File: src/rtl/chunked_addsub_pkg.sv
// Shared types and helpers for the chunked add/subtract unit.
package chunked_addsub_pkg;

  typedef enum logic [1:0] {
    ST_IDLE = 2'd0,
    ST_RUN  = 2'd1,
    ST_DONE = 2'd2
  } state_t;

  // Width of the slice counter: clog2(n), never below one bit.
  function automatic int cnt_width(input int n);
    int w;
    for (w = 1; (1 << w) < n; w++) begin
    end
    return w;
  endfunction

endpackage

File: src/rtl/chunked_addsub_chunk_adder.sv
// Combinational CHUNK-bit adder slice; also reports the carry into its MSB
// so the top can derive signed overflow on the final slice.
module chunked_addsub_chunk_adder #(
  parameter int CHUNK = 4
) (
  input  logic [CHUNK-1:0] i_a,
  input  logic [CHUNK-1:0] i_b,
  input  logic             i_ci,
  output logic [CHUNK-1:0] o_s,
  output logic             o_co,
  output logic             o_c_msb
);

  logic [CHUNK:0] w_full;

  assign w_full  = {1'b0, i_a} + {1'b0, i_b} + {{CHUNK{1'b0}}, i_ci};
  assign o_s     = w_full[CHUNK-1:0];
  assign o_co    = w_full[CHUNK];
  // Sum bit = a ^ b ^ carry-in, so the MSB carry-in falls out of the sum bit.
  assign o_c_msb = w_full[CHUNK-1] ^ i_a[CHUNK-1] ^ i_b[CHUNK-1];

endmodule

File: src/rtl/chunked_addsub.sv
// Multi-cycle add/subtract: one CHUNK-bit slice per clock with a registered
// carry between slices, valid/ready handshakes on both sides.
module chunked_addsub
  import chunked_addsub_pkg::*;
#(
  parameter int WIDTH = 16,
  parameter int CHUNK = 4
) (
  input  logic             i_clk,
  input  logic             i_rst_n,
  input  logic             i_in_valid,
  output logic             o_in_ready,
  input  logic [WIDTH-1:0] i_a,
  input  logic [WIDTH-1:0] i_b,
  input  logic             i_cin,
  input  logic             i_sub,
  output logic             o_out_valid,
  input  logic             i_out_ready,
  output logic [WIDTH-1:0] o_sum,
  output logic             o_cout,
  output logic             o_ovf
);

  localparam int NCHUNK = WIDTH / CHUNK;
  localparam int CW     = cnt_width(NCHUNK);
  localparam logic [CW-1:0] LAST = CW'(NCHUNK - 1);

  state_t           r_state;
  state_t           w_next;
  logic [WIDTH-1:0] r_opa;
  logic [WIDTH-1:0] r_opb;
  logic [WIDTH-1:0] r_sum;
  logic             r_carry;
  logic             r_cout;
  logic             r_ovf;
  logic [CW-1:0]    r_cnt;

  logic [CHUNK-1:0] w_ca;
  logic [CHUNK-1:0] w_cb;
  logic [CHUNK-1:0] w_cs;
  logic             w_co;
  logic             w_c_msb;
  logic             w_last;
  logic             w_in_ready;
  logic             w_out_valid;

  assign w_ca   = r_opa[r_cnt*CHUNK +: CHUNK];
  assign w_cb   = r_opb[r_cnt*CHUNK +: CHUNK];
  assign w_last = (r_cnt == LAST);

  chunked_addsub_chunk_adder #(.CHUNK(CHUNK)) u_chunk (
    .i_a     (w_ca),
    .i_b     (w_cb),
    .i_ci    (r_carry),
    .o_s     (w_cs),
    .o_co    (w_co),
    .o_c_msb (w_c_msb)
  );

  // State register.
  always_ff @(posedge i_clk) begin
    if (!i_rst_n) begin
      r_state <= ST_IDLE;
    end else begin
      r_state <= w_next;
    end
  end

  // Next-state and handshake decode; handshakes depend only on the state register.
  always_comb begin
    w_next      = r_state;
    w_in_ready  = 1'b0;
    w_out_valid = 1'b0;
    case (r_state)
      ST_IDLE: begin
        w_in_ready = 1'b1;
        if (i_in_valid) w_next = ST_RUN;
        else            w_next = ST_IDLE;
      end
      ST_RUN: begin
        if (w_last) w_next = ST_DONE;
        else        w_next = ST_RUN;
      end
      ST_DONE: begin
        w_out_valid = 1'b1;
        if (i_out_ready) w_next = ST_IDLE;
        else             w_next = ST_DONE;
      end
      default: w_next = ST_IDLE;
    endcase
  end

  // Operand capture and slice-by-slice accumulation.
  always_ff @(posedge i_clk) begin
    if (!i_rst_n) begin
      r_opa   <= {WIDTH{1'b0}};
      r_opb   <= {WIDTH{1'b0}};
      r_sum   <= {WIDTH{1'b0}};
      r_carry <= 1'b0;
      r_cout  <= 1'b0;
      r_ovf   <= 1'b0;
      r_cnt   <= {CW{1'b0}};
    end else begin
      case (r_state)
        ST_IDLE: begin
          if (i_in_valid) begin
            // Subtract is a + ~b + ~borrow.
            r_opa   <= i_a;
            r_opb   <= i_b ^ {WIDTH{i_sub}};
            r_carry <= i_cin ^ i_sub;
            r_sum   <= {WIDTH{1'b0}};
            r_cnt   <= {CW{1'b0}};
          end
        end
        ST_RUN: begin
          r_sum[r_cnt*CHUNK +: CHUNK] <= w_cs;
          r_carry <= w_co;
          if (w_last) begin
            r_cout <= w_co;
            r_ovf  <= w_c_msb ^ w_co;
            r_cnt  <= {CW{1'b0}};
          end else begin
            r_cnt  <= r_cnt + CW'(1);
          end
        end
        default: begin
        end
      endcase
    end
  end

  assign o_in_ready  = w_in_ready;
  assign o_out_valid = w_out_valid;
  assign o_sum       = r_sum;
  assign o_cout      = r_cout;
  assign o_ovf       = r_ovf;

endmodule

File: config.mk
export PLATFORM = sky130hd
export DESIGN_NAME = chunked_addsub
export DESIGN_NICKNAME = d
export VERILOG_FILES = /design/src/rtl/chunked_addsub_pkg.sv /design/src/rtl/chunked_addsub_chunk_adder.sv /design/src/rtl/chunked_addsub.sv
export SDC_FILE = /design/constraint.sdc
export NUM_CORES = 1
export LEC_CHECK = 0
export ABC_AREA = 1
export CAP_MARGIN = 10
export CELL_PAD_IN_SITES_DETAIL_PLACEMENT = 0
export CELL_PAD_IN_SITES_GLOBAL_PLACEMENT = 1
export CORE_UTILIZATION = 33
export DETAILED_ROUTE_END_ITERATION = 10
export GPL_ROUTABILITY_DRIVEN = 0
export GPL_TIMING_DRIVEN = 0
export PLACE_DENSITY_LB_ADDON = 0.1
export SLEW_MARGIN = 20
export SYNTH_ARGS = -nofsm -noshare
export SYNTH_HDL_FRONTEND = slang
export SYNTH_HIERARCHICAL = 1
export SYNTH_SLANG_ARGS = --single-unit
File: constraint.sdc
create_clock -name i_clk -period 2.38 [get_ports i_clk]
set_input_delay 0.476 -clock i_clk [delete_from_list [all_inputs] [get_ports i_clk]]
set_output_delay 0.476 -clock i_clk [all_outputs]
set_load 0.02 [all_outputs]
== Word-level counts from Yosys, hierarchy flattened ==
Index checks and enable logic that the tools add are counted.
Storage, ports and cells
  bits of input ports: 38
  output and inout bits: 20
  bits in registers: 55
  logic and storage cells: 44
Operators by class
  eq/ne operators: 4
  reductions and logical operators: 5
  multiplexer cells: 14
  $add $sub $neg: 4
  bitwise logic cells: 5
  shift operators: 4
Operators with widths (number)
  4-bit negation with 34-bit output: 1
  4-bit by 34-bit variable shift with 16-bit output, first input constant: 1
  4-bit by 34-bit variable part select with 16-bit output: 1
  16-bit one-hot mux with 2 select lines: 1
  16-bit by 5-bit variable part select with 4-bit output: 2
  16-bit bitwise mux: 1
  16-bit two-way mux: 1
  16-bit bitwise XOR: 1
  2-bit two-way mux: 4
  2-bit one-hot mux with 3 select lines: 1
  2-bit AND reduction: 3
  4-bit by 4-bit adder with 5-bit output: 1
  5-bit by 1-bit adder with 5-bit output: 1
  2-bit == test, second input constant: 2
  1-bit two-way mux: 4
  2-bit one-hot mux with 2 select lines: 1
  1-bit bitwise XOR: 4
  2-bit by 1-bit adder with 2-bit output, second input constant: 1
  2-bit by 1-bit == test with 1-bit output, second input constant: 1
  2-bit logical NOT: 1
  2-bit != test, second input constant: 1
  1-bit one-hot mux with 2 select lines: 1
  2-bit nonzero test: 1

== Depth between registers and ports, before layout ==
  word-level depth: 6
  depth in mapped cells: 14
  depth with buffers taken out: 12

== Hierarchy ==
The synthesis kept the hierarchy.
By module, submodules not included
  chunked_addsub: instances 1, area an instance 2549.9 um^2, cells an instance 350
  chunked_addsub_chunk_adder: instances 1, area an instance 198.9 um^2, cells an instance 29

== Least setup slack after synthesis ==
OpenSTA, ideal clock, no wires.
  path type: flip-flop to flip-flop
  start point: register r_cnt[0]
  end point: register r_ovf (netlist: o_ovf)
  slack: -0.025 ns
  library setup time: 0.070 ns
  stages on the path, launching flop included: 13
  clock period less this slack: 2.405 ns
  required time: 2.310 ns
  buffers on the path: 2
  data arrival time: 2.334 ns
  cells stage by stage: dfxtp_1 -> buf_4 -> inv_1 -> buf_2 -> nor2_1 -> o22ai_1 -> fa_1 -> inv_1 -> fa_1 -> o21ai_0 -> xor2_1 -> nand2_1 -> a21oi_1
RTL lines
  start, declared: line chunked_addsub.sv:36  | logic [CW-1:0] r_cnt;
  start signal, assigned: line chunked_addsub.sv:102  | r_cnt <= {CW{1'b0}};
  start signal, assigned: line chunked_addsub.sv:112  | r_cnt <= {CW{1'b0}};
  start signal, assigned: line chunked_addsub.sv:121  | r_cnt <= {CW{1'b0}};
  16-bit by 5-bit variable part select with 4-bit output: line chunked_addsub.sv:47  | assign w_ca = r_opa[r_cnt*CHUNK +: CHUNK];
  net w_ca[0]: line chunked_addsub.sv:38  | logic [CHUNK-1:0] w_ca;
  4-bit by 4-bit adder with 5-bit output: line chunked_addsub_chunk_adder.sv:16  | assign w_full = {1'b0, i_a} + {1'b0, i_b} + {{CHUNK{1'b0}}, i_ci};
  5-bit by 1-bit adder with 5-bit output: line chunked_addsub_chunk_adder.sv:16
  net w_co: line chunked_addsub.sv:41  | logic w_co;
  1-bit bitwise XOR: line chunked_addsub.sv:120  | r_ovf <= w_c_msb ^ w_co;
  end signal, assigned: line chunked_addsub.sv:120
  end, declared: line chunked_addsub.sv:35  | logic r_ovf;
The timed path passes the listed nets, and every way through them passes these cells.
A chain may end at the register's enable or synchronous reset.

== Final worst setup path ==
  start point: register r_cnt[0]
  end point: register r_sum[14] (netlist: o_sum[14])
On the way
  longest elaborated chain between the ends: 6
RTL lines
  16-bit by 5-bit variable part select with 4-bit output: line chunked_addsub.sv:48  | assign w_cb = r_opb[r_cnt*CHUNK +: CHUNK];
  net w_cb[0]: line chunked_addsub.sv:39  | logic [CHUNK-1:0] w_cb;
  4-bit by 4-bit adder with 5-bit output: line chunked_addsub_chunk_adder.sv:16
  5-bit by 1-bit adder with 5-bit output: line chunked_addsub_chunk_adder.sv:16
  net w_cs[2]: line chunked_addsub.sv:40  | logic [CHUNK-1:0] w_cs;
  4-bit by 34-bit variable part select with 16-bit output: line chunked_addsub.sv:116  | r_sum[r_cnt*CHUNK +: CHUNK] <= w_cs;
  16-bit bitwise mux: line chunked_addsub.sv:116
  16-bit one-hot mux with 2 select lines: line chunked_addsub.sv:104  | case (r_state)
  end signal, assigned: line chunked_addsub.sv:98  | r_sum <= {WIDTH{1'b0}};
  end signal, assigned: line chunked_addsub.sv:111  | r_sum <= {WIDTH{1'b0}};
  end signal, assigned by index: line chunked_addsub.sv:116
  end, declared: line chunked_addsub.sv:32  | logic [WIDTH-1:0] r_sum;
The timed path passes the listed nets, and every way through them passes these cells.

==> metrics.txt <==
status=finished with violations; failing checks=negative setup slack; commonest non-fill, non-tap cell in the layout=nand2_1; TritonCTS clock tree=built; Top FF cell, synth=dfxtp_1; Max FO, Critical Path=5; share of layout cells above drive strength 1=20.0%; cts bufs inserted=5; Post-Route WL=7810 µm; CTS max path bufs=2; Filler Cells Inserted=798; Syn Area/Cell=7.25 µm²; number of flops mapped to enable cells by yosys=0; kind of critical path=register to register; DR pass1 iterations=4; Area after DPL=0.00343 mm²; IO Pins=58; gr usage total=19.5%; endpoints failing setup=1; Inst Count DP=536; minimum clock period=2.39 ns; syn_nets=428; Worst Hold Class=register to register; WL/cell=13.7 µm; cts-stage hold buffer count=0; CORE AREA=0.00789 mm²; leak pwr=1.58 nW; PwrDens=552 mW/mm²; Final Instance Area=0.00394 mm²; Max stage delay on crit path=0.42 ns; FF+latch count, synth=55; DRC viols=0; Worst EP arrival=2.64 ns; Setup crit end kind=register; commonest non-fill, non-tap cells in the layout=nand2_1 (68), clkdlybuf4s50_1 (55), nor2_1 (54), dfxtp_1 (53), a21oi_1 (34); post-DP HPWL=5470 µm; YS warnings=6; antenna cell count=0; CP required=2.63 ns; RSZ-0062 raised after global routing=true; height of the die=93.3 µm; Num Clock Sinks=55; antenna viol nets, final=0; Hold WS=0.468 ns; Clock Skew=0.00943 ns; Netlist cell types=26; 1st-iter DRT viols=100; Syn Inst Count=379; Fin. Hold Viols=0; Worst-Margin Slew=0.574 ns; post-synthesis sequential area ratio=40.1%; Syn Std Cell Area=0.00275 mm²; input/output buffers=55; nets@finish=515; PnR worst setup slack=-0.00970 ns; RR Startpoint=r_cnt[0]$_SDFFE_PN0P_; CTS root buf=clkbuf_8; final std cells w/o fill=568; largest net degree at the start of global routing=16; HP Start=r_opb[6]$_SDFFE_PN0P_; CP startpoint kind=register; slowest cell on the critical path=fa_2; total congestion overflow=0; fraction of registers with async set/reset=0%; Worst-Skew Late Latency=0.31 ns; die area=0.00870 mm²; Clk pin slew, worst setup/hold paths=0.10 ns; f_max=418 MHz; Peak VDD IR=251 µV; global-route wire length before repair=13,100 µm; die width=93.3 µm; CP startpoint=r_cnt[0]$_SDFFE_PN0P_; Tcrit/Tclk final=100%; Initial Utilization=34.9%; Worst slew margin=61.7%; antenna violations before repair=0; crit path cell chain=buf_4 > o21ai_0 > o22ai_2 > fa_2 > inv_2 > fa_2 > xnor2_2 > inv_2 > nor3_4 > nand2_1 > a21oi_2; vias in the first global route=2,722; row cnt=32; Max Cap Viol=0; CTS H-tree depth=2; Pins Over Slew Limit=0; Area growth, synth to finish=43.2%; Vias/cell=4.78; via count=2,717
## critical path, delay by kind of cell, from the launching register on
kind	cells	cell delay [ns]
buffers and inverters	3	0.26
xor gates and xnor gates	1	0.22
adders and majority gates	2	0.67
and+or+nand+nor	2	0.32
DFF	1	0.40
AOI/OAI and AO/OA	3	0.46
## cells by family (layout without fill, tap and decap cells)
family / Yosys count / after routing / share of synthesized area (%)
compound gates: 83 / 83 / 15.5
xor+xnor: 19 / 19 / 6.05
fa+ha+maj: 11 / 11 / 5.55
buf+inv: 45 / 132 / 7.60
flops: 55 / 55 / 40.1
simple gates: 166 / 166 / 25.3
## cell type report
type	count	area [µm²]	share of cell area, %
flip-flops and latches	55	1110	28.2
well taps	102	128	3.24
clock buffers	6	82.6	2.10
clock inverters	1	5.00	0.127
inverters	24	97.6	2.48
plain buffers	19	131	3.34
multi-input cells	279	1600	40.7
repair buffers	82	782	19.9
## power by group
group | leakage (nW) | total [mW] | switching [mW] | internal, mW
clock | 0.0470 | 0.530 | 0.301 | 0.229
sequential | 0.452 | 1.01 | 0.0348 | 0.972
combinational | 1.08 | 0.638 | 0.346 | 0.292
total | 1.58 | 2.17 | 0.681 | 1.49
## registers in the layout (all words and copies together), names as in the netlist
| register | cells |
|---|---|
| r_opb | 16 |
| o_sum | 16 |
| r_opa | 16 |
| r_carry | 1 |
| r_state | 2 |
| r_cnt | 2 |
| o_cout | 1 |
| o_ovf | 1 |
## per-layer routing
| metal | global-route usage [%] | vias to the layer above | wire, µm |
|---|---|---|---|
| li1 | - | 1413 | - |
| met4 | 5.26 | 0 | 89 |
| met2 | 33.5 | 69 | 3740 |
| met5 | 0 | - | 0 |
| met3 | 2.76 | 8 | 440 |
| met1 | 25.6 | 1227 | 3540 |
## synthesized netlist by cell type (2+ instances only)
library cell | count | area share (%)
ha_1 | 9 | 4.1
a21oi_1 | 40 | 7.3
nor3_1 | 4 | 0.73
nand4_1 | 4 | 0.91
xor2_1 | 17 | 5.4
buf_6 | 2 | 0.82
fa_1 | 2 | 1.5
nor2_1 | 58 | 7.9
dfxtp_1 | 55 | 40
buf_4 | 3 | 0.82
clkbuf_1 | 6 | 0.82
o22ai_1 | 8 | 1.8
nand3_1 | 25 | 4.6
nand2_1 | 70 | 9.6
buf_2 | 8 | 1.5
inv_1 | 21 | 2.9
xnor2_1 | 2 | 0.64
o21ai_0 | 35 | 6.4
nand3_2 | 2 | 0.73
inv_2 | 2 | 0.27
## path summary, 6_finish.rpt
kind | to | slack [ns] | depth (start not counted)
worst min-delay path | r_opb[6]$_SDFFE_PN0P_ | 0.47 | 2
worst max-delay path | o_sum[14]$_SDFFE_PN0P_ | -0.01 | 11
worst min register to register | r_opb[6]$_SDFFE_PN0P_ | 0.47 | 2
worst max register to register | o_sum[14]$_SDFFE_PN0P_ | -0.01 | 11
## through the flow
step           util, %  setup slack, ns  power, mW  TNS [ns]
6_report          49.9         -0.00970       2.17  -0.00970
5_1_grt           49.9           -0.151       2.31    -0.840
4_1_cts           48.9          -0.0696       2.15    -0.218
3_5_place_dp      43.5           -0.649       1.52     -7.50
3_3_place_gp      43.5           -0.618       1.52     -6.40
2_1_floorplan        -           0.0177       1.34         0
## timing repair
action | in CTS | in global routing
buffers inserted | 24 | 3
endpoints found under the setup margin | 19 | 16
resized for setup | 38 | 22
pin swaps | 4 | 15
gates cloned | 1 | 0
(Power assumes the default switching activity.)
